==> src/rtl/gdiv_pkg.sv <==
// Shared types and elaboration-time helpers for the Goldschmidt divider.
package gdiv_pkg;

  typedef enum logic [2:0] {IDLE, LOAD, MUL_D, MUL_N, DONE} state_e;

  // Reciprocal of the midpoint of ROM bucket i, in UQx.frac: 2^(frac+ia+1) / (2^(ia+1) + 2i + 1)
  function automatic longint unsigned ia_entry(input int frac, input int ia_bits, input int i);
    longint unsigned num;
    longint unsigned den;
    num = longint'(1) << (frac + ia_bits + 1);
    den = (longint'(1) << (ia_bits + 1)) + longint'(2 * i + 1);
    return num / den;
  endfunction

endpackage

==> src/rtl/gdiv_ia_rom.sv <==
// Initial-approximation ROM: 1/D seed indexed by the top IA_BITS of D's fraction.
module gdiv_ia_rom
  import gdiv_pkg::*;
#(
  parameter int WIDTH   = 16,
  parameter int FRAC    = 14,
  parameter int IA_BITS = 4
) (
  input  logic [IA_BITS-1:0] idx_i,
  output logic [WIDTH-1:0]   k_o
);

  logic [WIDTH-1:0] rom_w [2**IA_BITS];

  for (genvar g = 0; g < 2**IA_BITS; g++) begin : g_rom
    assign rom_w[g] = WIDTH'(ia_entry(FRAC, IA_BITS, g));
  end

  assign k_o = rom_w[idx_i];

endmodule

==> src/rtl/goldschmidt_divider.sv <==
// Self-sequenced Goldschmidt divider Q = N/D for D in [1,2), one shared multiplier.
// Build option GDIV_ROUND_EN: round-half-up on every product instead of truncation.
module goldschmidt_divider
  import gdiv_pkg::*;
#(
  parameter int WIDTH   = 16,
  parameter int FRAC    = 14,
  parameter int ITERS   = 3,
  parameter int IA_BITS = 4
) (
  input  logic             clk,
  input  logic             reset,
  input  logic             start,
  input  logic [WIDTH-1:0] n_in,
  input  logic [WIDTH-1:0] d_in,
  output logic             ready,
  output logic             busy,
  output logic             done,
  output logic             err,
  output logic [WIDTH-1:0] result
);

  localparam int PW = 2 * WIDTH;
  localparam int CW = 4;
  localparam int IW = WIDTH - FRAC;
  localparam logic [WIDTH-1:0] TWO = WIDTH'(2) << FRAC;
`ifdef GDIV_ROUND_EN
  localparam logic [PW-1:0] RND = PW'(1) << (FRAC - 1);
`else
  localparam logic [PW-1:0] RND = '0;
`endif

  state_e           state_q;
  logic [WIDTH-1:0] n_q, d_q, k_q, result_q;
  logic [CW-1:0]    cnt_q;
  logic             done_q, err_q, ready_q, busy_q;

  logic [WIDTH-1:0] k_rom;
  logic [WIDTH-1:0] mul_a;
  logic [PW-1:0]    prod;
  logic [WIDTH-1:0] prod_d;
  logic             d_bad;

  gdiv_ia_rom #(.WIDTH(WIDTH), .FRAC(FRAC), .IA_BITS(IA_BITS)) u_rom (
    .idx_i (d_q[FRAC-1 -: IA_BITS]),
    .k_o   (k_rom)
  );

  // Single multiplier: D*K in MUL_D, N*K in MUL_N
  assign mul_a  = (state_q == MUL_N) ? n_q : d_q;
  assign prod   = PW'(mul_a) * PW'(k_q) + RND;
  assign prod_d = WIDTH'(prod >> FRAC);
  assign d_bad  = (d_q[WIDTH-1:FRAC] != IW'(1));

  always_ff @(posedge clk or posedge reset) begin
    if (reset) begin
      state_q  <= IDLE;
      n_q      <= '0;
      d_q      <= '0;
      k_q      <= '0;
      cnt_q    <= '0;
      result_q <= '0;
      done_q   <= 1'b0;
      err_q    <= 1'b0;
      ready_q  <= 1'b1;
      busy_q   <= 1'b0;
    end else begin
      case (state_q)
        IDLE, DONE: begin
          done_q <= 1'b0;
          if (start) begin
            n_q     <= n_in;
            d_q     <= d_in;
            cnt_q   <= '0;
            err_q   <= 1'b0;
            ready_q <= 1'b0;
            busy_q  <= 1'b1;
            state_q <= LOAD;
          end else begin
            ready_q <= 1'b1;
            busy_q  <= 1'b0;
            state_q <= IDLE;
          end
        end
        LOAD: begin
          if (d_bad) begin
            err_q    <= 1'b1;
            result_q <= '1;
            done_q   <= 1'b1;
            ready_q  <= 1'b1;
            busy_q   <= 1'b0;
            state_q  <= DONE;
          end else begin
            k_q     <= k_rom;
            state_q <= MUL_D;
          end
        end
        MUL_D: begin
          d_q     <= prod_d;
          state_q <= MUL_N;
        end
        MUL_N: begin
          n_q   <= prod_d;
          k_q   <= TWO - d_q;
          cnt_q <= cnt_q + 1'b1;
          if (cnt_q == CW'(ITERS - 1)) begin
            result_q <= prod_d;
            done_q   <= 1'b1;
            ready_q  <= 1'b1;
            busy_q   <= 1'b0;
            state_q  <= DONE;
          end else begin
            state_q <= MUL_D;
          end
        end
        default: state_q <= IDLE;
      endcase
    end
  end

  assign ready  = ready_q;
  assign busy   = busy_q;
  assign done   = done_q;
  assign err    = err_q;
  assign result = result_q;

endmodule

==> config.mk <==
export PLATFORM = sky130hd
export DESIGN_NAME = goldschmidt_divider
export DESIGN_NICKNAME = d
export VERILOG_FILES = /design/src/rtl/gdiv_pkg.sv /design/src/rtl/gdiv_ia_rom.sv /design/src/rtl/goldschmidt_divider.sv
export SDC_FILE = /design/constraint.sdc
export NUM_CORES = 1
export LEC_CHECK = 0
export ABC_AREA = 0
export BUFFER_PORTS_ARGS = -buffer_cell sky130_fd_sc_hd__buf_2
export CAP_MARGIN = 10
export CORE_ASPECT_RATIO = 0.7
export CORE_UTILIZATION = 55
export CTS_BUF_LIST = sky130_fd_sc_hd__clkbuf_4 sky130_fd_sc_hd__clkbuf_8
export CTS_CLUSTER_SIZE = 40
export DETAILED_ROUTE_END_ITERATION = 7
export PLACE_DENSITY = 0.75
export SETUP_SLACK_MARGIN = 0.3
export SYNTH_ARGS = -nofsm -noshare
export SYNTH_HDL_FRONTEND = slang
export SYNTH_SLANG_ARGS = --single-unit
==> constraint.sdc <==
create_clock -name clk -period 6.5 [get_ports clk]
set_input_delay 1.3 -clock clk [delete_from_list [all_inputs] [get_ports clk]]
set_output_delay 1.3 -clock clk [all_outputs]
set_load 0.1 [all_outputs]
---- Yosys cells after proc, flatten, opt, wreduce, memory -nomap -nowiden ----
Memories as Yosys holds them, arrays and structs flattened.
Cells that the tools add are included.
storage, ports and cells
  register bits after elaboration ......... 75
  bits in latches ......................... 0
  memory bits (writable) .................. 0
  ROM bits ................................ 256
  input bits .............................. 35
  output and inout bits ................... 20
  word-level logic and storage cells ...... 68
  memories ................................ 1
memory list
  memory            depth  bits a word  rd ports  clocked after memory_dff  wr ports  RTL line           text
  (name not given)  16     16           1         0                         0         gdiv_ia_rom.sv:19  assign k_o = rom_w[idx_i];
cells by class
  add/subtract/negate cells ............... 2
  $mul .................................... 1
  divide/modulo/power cells ............... 0
  magnitude comparators ................... 1
  eq/ne operators ......................... 10
  shifts and indexed selects .............. 0
  mux-type cells .......................... 29
  bitwise operators ....................... 1
  reductions and logical operators ........ 13
operators by type and width
  kind                                                 number
  two-way mux 16 bit                                   8
  case mux 16 bit (2 select lines)                     4
  multiplier 16 x 16 -> 30 bit                         1
  subtractor 16 bit, first input constant              1
  case mux 3 bit (4 select lines)                      1
  case mux 1 bit (3 select lines)                      3
  AND reduction 3 bit                                  3
  two-way mux 1 bit                                    8
  case mux 4 bit (2 select lines)                      1
  nonzero test 2 bit                                   4
  equality test 3 x 2 -> 1 bit, second input constant  2
  two-way mux 3 bit                                    2
  != test 2 bit, second input constant                 3
  AND reduction 2 bit                                  3
  >= comparator 5 bit, second input constant           1
  inverter 4 -> 5 bit                                  1
  adder 4 x 1 -> 4 bit, second input constant          1
  equality test 4 x 2 -> 1 bit, second input constant  1
  two-way mux 4 bit                                    1
  != test 2 x 1 -> 1 bit, second input constant        2
  equality test 3 x 1 -> 1 bit, second input constant  1
  equality test 3 bit, second input constant           1
  logical NOT 3 bit                                    1
  nonzero test 3 bit                                   1
  other kinds (2)                                      2

---- Longest topological paths before layout ----
  word-level depth ........................ 6
  gate-level depth with buffers ........... 28
  mapped depth without buffers ............ 23

---- Modules after synthesis ----
From an unflattened synthesis, not the netlist that was laid out.
unflattened totals
  cell total of the unflattened synthesis .. 1407
  area total of the unflattened synthesis .. 12251.8 µm²
modules (own cells, without submodules)
  module               instances  cells each  area each (µm²)  sequential area each (µm²)
  goldschmidt_divider  1          1351        11805.1          1878.1
  gdiv_ia_rom          1          56          446.7            0.0

---- Worst setup path before layout ----
OpenSTA, ideal clock, no wires.
  path type ............................... reg-to-reg
  start point ............................. register state_q[1]
  end point ............................... register n_q[8]
  setup time .............................. 73 ps
  arrival time ............................ 6707 ps
  required time ........................... 6427 ps
  setup slack ............................. -280 ps
  cell stages (with the launch flop) ...... 24
  path buffers ............................ 3
  period minus slack after synthesis ...... 6780 ps
  path through ............................ dfrtp_1 buf_4 and3b_1 clkbuf_1 o21ai_0 clkbuf_1 nand2_1 fa_1 fa_1 fa_1 inv_1 fa_1 fa_1 inv_1 fa_1 inv_1 ha_1 a21oi_2 nand3_2 a2111oi_4 a21oi_2 and3_1 or4_4 a21oi_2
on the way
  word-level cells in the longest chain between the ends .. 4
  elaborated cells on any way between the ends .. 10
  classes of those cells .................. mul: 1; eq/ne: 3; mux: 2; reduce/logical: 4
ends and longest elaborated chain
  item                                                                            RTL line                                              text
  start, declared                                                                 goldschmidt_divider.sv:33                             state_e state_q;
  start signal, assigned                                                          goldschmidt_divider.sv:57                             state_q <= IDLE;
  start signal, assigned                                                          goldschmidt_divider.sv:78                             state_q <= LOAD;
  start signal, assigned                                                          goldschmidt_divider.sv:82                             state_q <= IDLE;
  equality test 3 x 2 -> 1 bit, or another cell as far along                      goldschmidt_divider.sv:50, goldschmidt_divider.sv:68
  two-way mux 16 bit / OR reduction 2 bit (equally long branches)                 goldschmidt_divider.sv:50, goldschmidt_divider.sv:68
  multiplier 16 x 16 -> 30 bit, or another cell as far along                      goldschmidt_divider.sv:51                             assign prod = PW'(mul_a) * PW'(k_q) + RND;
  case mux 16 bit (2 select lines) / AND reduction 2 bit (equally long branches)  --
  end signal, assigned                                                            goldschmidt_divider.sv:72                             n_q <= n_in;
  end signal, assigned                                                            goldschmidt_divider.sv:103                            n_q <= prod_d;
  end, declared                                                                   goldschmidt_divider.sv:34                             logic [WIDTH-1:0] n_q, d_q, k_q, result_q;
Parallel ways exist; a longest one is shown, timed or not.
A chain may end at the register's enable or synchronous reset.

---- Final worst setup path ----
  start point ............................. register state_q[0]
  end point ............................... register result_q[14] (netlist: result[14])
on the way
  word-level cells in the longest chain between the ends .. 5
  elaborated cells on any way between the ends .. 10
  classes of those cells .................. mul: 1; eq/ne: 4; mux: 3; reduce/logical: 2
ends and longest elaborated chain
  item                              RTL line                                              text
  equality test 3 x 2 -> 1 bit      goldschmidt_divider.sv:50, goldschmidt_divider.sv:68
  two-way mux 16 bit                goldschmidt_divider.sv:50                             assign mul_a = (state_q == MUL_N) ? n_q : d_q;
  multiplier 16 x 16 -> 30 bit      goldschmidt_divider.sv:51
  two-way mux 16 bit                goldschmidt_divider.sv:106                            if (cnt_q == CW'(ITERS - 1)) begin
  case mux 16 bit (2 select lines)  goldschmidt_divider.sv:68                             case (state_q)
  end signal, assigned              goldschmidt_divider.sv:107                            result_q <= prod_d;
  end, declared                     goldschmidt_divider.sv:34
Parallel ways exist; a longest one is shown, timed or not. The select of a mux whose other input is x is not followed.

==> run summary <==
largest net degree at the start of global routing: 76
RSZ-0062 raised after global routing: yes
Ports: 55
layout cells sized above 1: 26.5%
Routed Antenna Nets: 0
min-delay worst type: reg2reg
Post-Syn Area: 12400 sq um
CTS tree: built
global routing's busiest layer: met2
slew margin rel.: 32.7%
worst reg2reg startpoint: state_q[0]
M2 GR Usage: 51.6%
M1 GR Usage: 46.6%
register area share after synthesis: 15.2%
max incr delay on CP: 0.55 ns
drt wl/cell: 19.4 microns
critical path class: reg2reg
CP Capture Type: flop
First-pass DRT Iterations: 6
HP Start: done
clk_skew: 0.0129 ns
worst path arrival time: 6.98 ns
Final Max Slew Viols: 0
failing checks: setup timing
drt drc: 0
Final #Nets: 1932
worst endpoint required time: 6.78 ns
Tightest Pin Transition: 1.01 ns
routed vias: 10900
Final Core Density: 71.1%
routability congestion estimate: 0.931
grt met3 use: 5.19%
CP Launch Type: flop
final design area excluding fillers: 15500 sq um
area leader, netlist: fa_1
status: finished with violations
commonest register cell after synthesis: dfrtp_1
final count of negative-setup-slack endpoints: 23
Total GRT Usage: 32.9%
top cell type's share of synthesized area: 31.1%
post-synthesis cell count: 1423
initial core utilization: 56.6%
initial antenna violation count: 1
Clk Latency, worst-skew pair: 0.37 ns
cts bufs inserted: 9
crit path launch: state_q[0]
Tmin final: 6.70 ns
max_cap viols: 0
syn nets: 1753
Die Wd: 181 microns
Synth area leaders: fa_1 (31%), dfrtp_1 (15%), ha_1 (10%), inv_1 (7.3%), nand2_1 (7.0%)
Iteration-0 DRC Markers: 1052
Clock Tree Root: clkbuf_8
Max Fclk: 149 MHz
Area Growth Syn to Fin: 25.7%
first-pass GRT wire length: 59.0 mm
crit-path max FO: 6
synth warn: 0
final worst setup slack: -0.199 ns
CP most frequent cell: fa_1
period utilization: 103%
DIE HEIGHT: 127 microns
Routed WL: 36.7 mm
#FFs+latches synth: 75
detailed placer's ending HPWL: 26.4 mm
slowest CP cell: fa_1
gr ovfl total: 0
Mean Syn Cell Area: 8.68 sq um
Core ar.: 21800 sq um
Sink Count: 75
Worst-path clk slew: 0.09 ns
asr flop ratio synth: 100%
vias in the first global route: 11100
port bufs: 54
via/cell ratio: 5.76
Distinct cells, synth: 67
Max Root-Sink Buffers: 2
EDFF count, synth: 0
Post-DP Area: 14000 sq um
Hold Vio Cnt, Final: 0
row count: 45
Die ar.: 23100 sq um
H-tree depth: 3
[cell type report]
| type | instances | area [sq um] |
|---|---|---|
| fillers | 1560 | 6320 |
| clock buffers | 10 | 131 |
| diodes | 1 | 2.50 |
| flip-flops and latches | 75 | 1880 |
| inverters | 241 | 905 |
| well taps | 282 | 353 |
| clock inverters | 6 | 67.6 |
| multi-input cells | 1035 | 10100 |
| repair buffers | 240 | 2050 |
[critical path: cells and delay by family (launching register included)]
family	cells	cell delay (ns)
buffers and inverters	10	1.18
AO/OA/AOI/OAI	4	0.78
AND/OR/NAND/NOR	5	1.01
flip-flops	1	0.41
adder cells (fa/ha/maj)	7	3.21
[stage by stage]
step / hold slack [ns] / setup TNS, ns / instances / setup slack [ns]
3_3_place_gp: 0.457 / -0.475 / 1823 / -0.0824
4_1_cts: 0.499 / -0.689 / 1880 / -0.0907
6_report: 0.499 / -2.61 / 1890 / -0.199
3_5_place_dp: 0.480 / -2.84 / 1823 / -0.237
5_1_grt: 0.514 / -9.28 / 1889 / -0.371
2_1_floorplan: 0.474 / 0 / 1423 / 0.286
[synthesized netlist by cell type, drive strengths merged (2+ instances only)]
cell type    n
a2111oi      2
a211oi      26
a21o         6
a21oi       74
a311oi       3
a31oi        6
a41oi        2
and2       122
and3         5
buf         18
clkbuf      55
dfrtp       74
fa         192
ha         103
inv        240
mux2         6
mux2i       15
nand2      231
nand2b       6
nand3       14
nand4        8
nor2        51
nor2b       21
nor3         8
nor3b        3
nor4         5
o211ai       7
o21ai       54
o21bai       4
o22a         3
o22ai        4
o31ai        2
or3          2
xnor2       17
xor2        14
[kinds of logic after synthesis]
logic type	after synthesis	synth area share, %
compound gates	204	10.5
buf+inv	314	9.80
flops	75	15.2
xor+xnor	32	2.38
simple gates	482	18.8
mux	21	1.76
fa+ha+maj	295	41.5
[worst paths after layout]
| path | cells after the start | to | slack, ns |
|---|---|---|---|
| setup / recovery | 26 | result[14] | -0.20 |
| hold / removal | 1 | done | 0.50 |
| setup reg to reg | 26 | result[14] | -0.20 |
| hold reg to reg | 1 | done | 0.50 |
| max in group asynchronous | 3 | result[15] | 4.65 |
| min in group asynchronous | 3 | result[0] | 1.21 |
[what timing repair did]
| item | 4_1_cts | 5_1_grt |
|---|---|---|
| hold buffers | 0 | 0 |
| pin swaps | 57 | 58 |
| setup endpoints to repair | 45 | 48 |
| cloned | 4 | 0 |
| buffers inserted | 37 | 9 |
| resized for setup | 128 | 84 |
[state kept, by name, indices dropped and copies added, names as in the netlist]
signal and count:
busy 1, cnt_q 4, d_q 16, done 1, err 1, k_q 16, n_q 16, ready 1
result 16, state_q 3
[metal layers]
| metal | share of wire [%] | up-vias |
|---|---|---|
| met1 | 43 | 5490 |
| met3 | 7.7 | 84 |
| li1 | - | 4822 |
| met2 | 47 | 482 |
| met5 | 0.035 | - |
| met4 | 3.1 | 2 |
[placed cells by master (no fill, tap or decap), drive strengths merged, types with 4 or more instances in the layout]
master,count
o211ai,7
mux2i,15
fa,192
nand2,231
o21ai,54
clkinv,4
a21oi,74
nand2b,6
xor2,14
nor4,5
clkbuf,10
nand4,8
and3,5
buf,240
ha,103
o21bai,4
nand3,14
nor3,8
a31oi,6
nor2b,21
mux2,6
o22ai,4
and2,122
dfrtp,74
a211oi,26
nor2,51
xnor2,17
inv,240
a21o,6
Power is left out: the tool's default activity adds up to more than one toggle a clock period on the data nets, which glitch-free logic cannot reach.
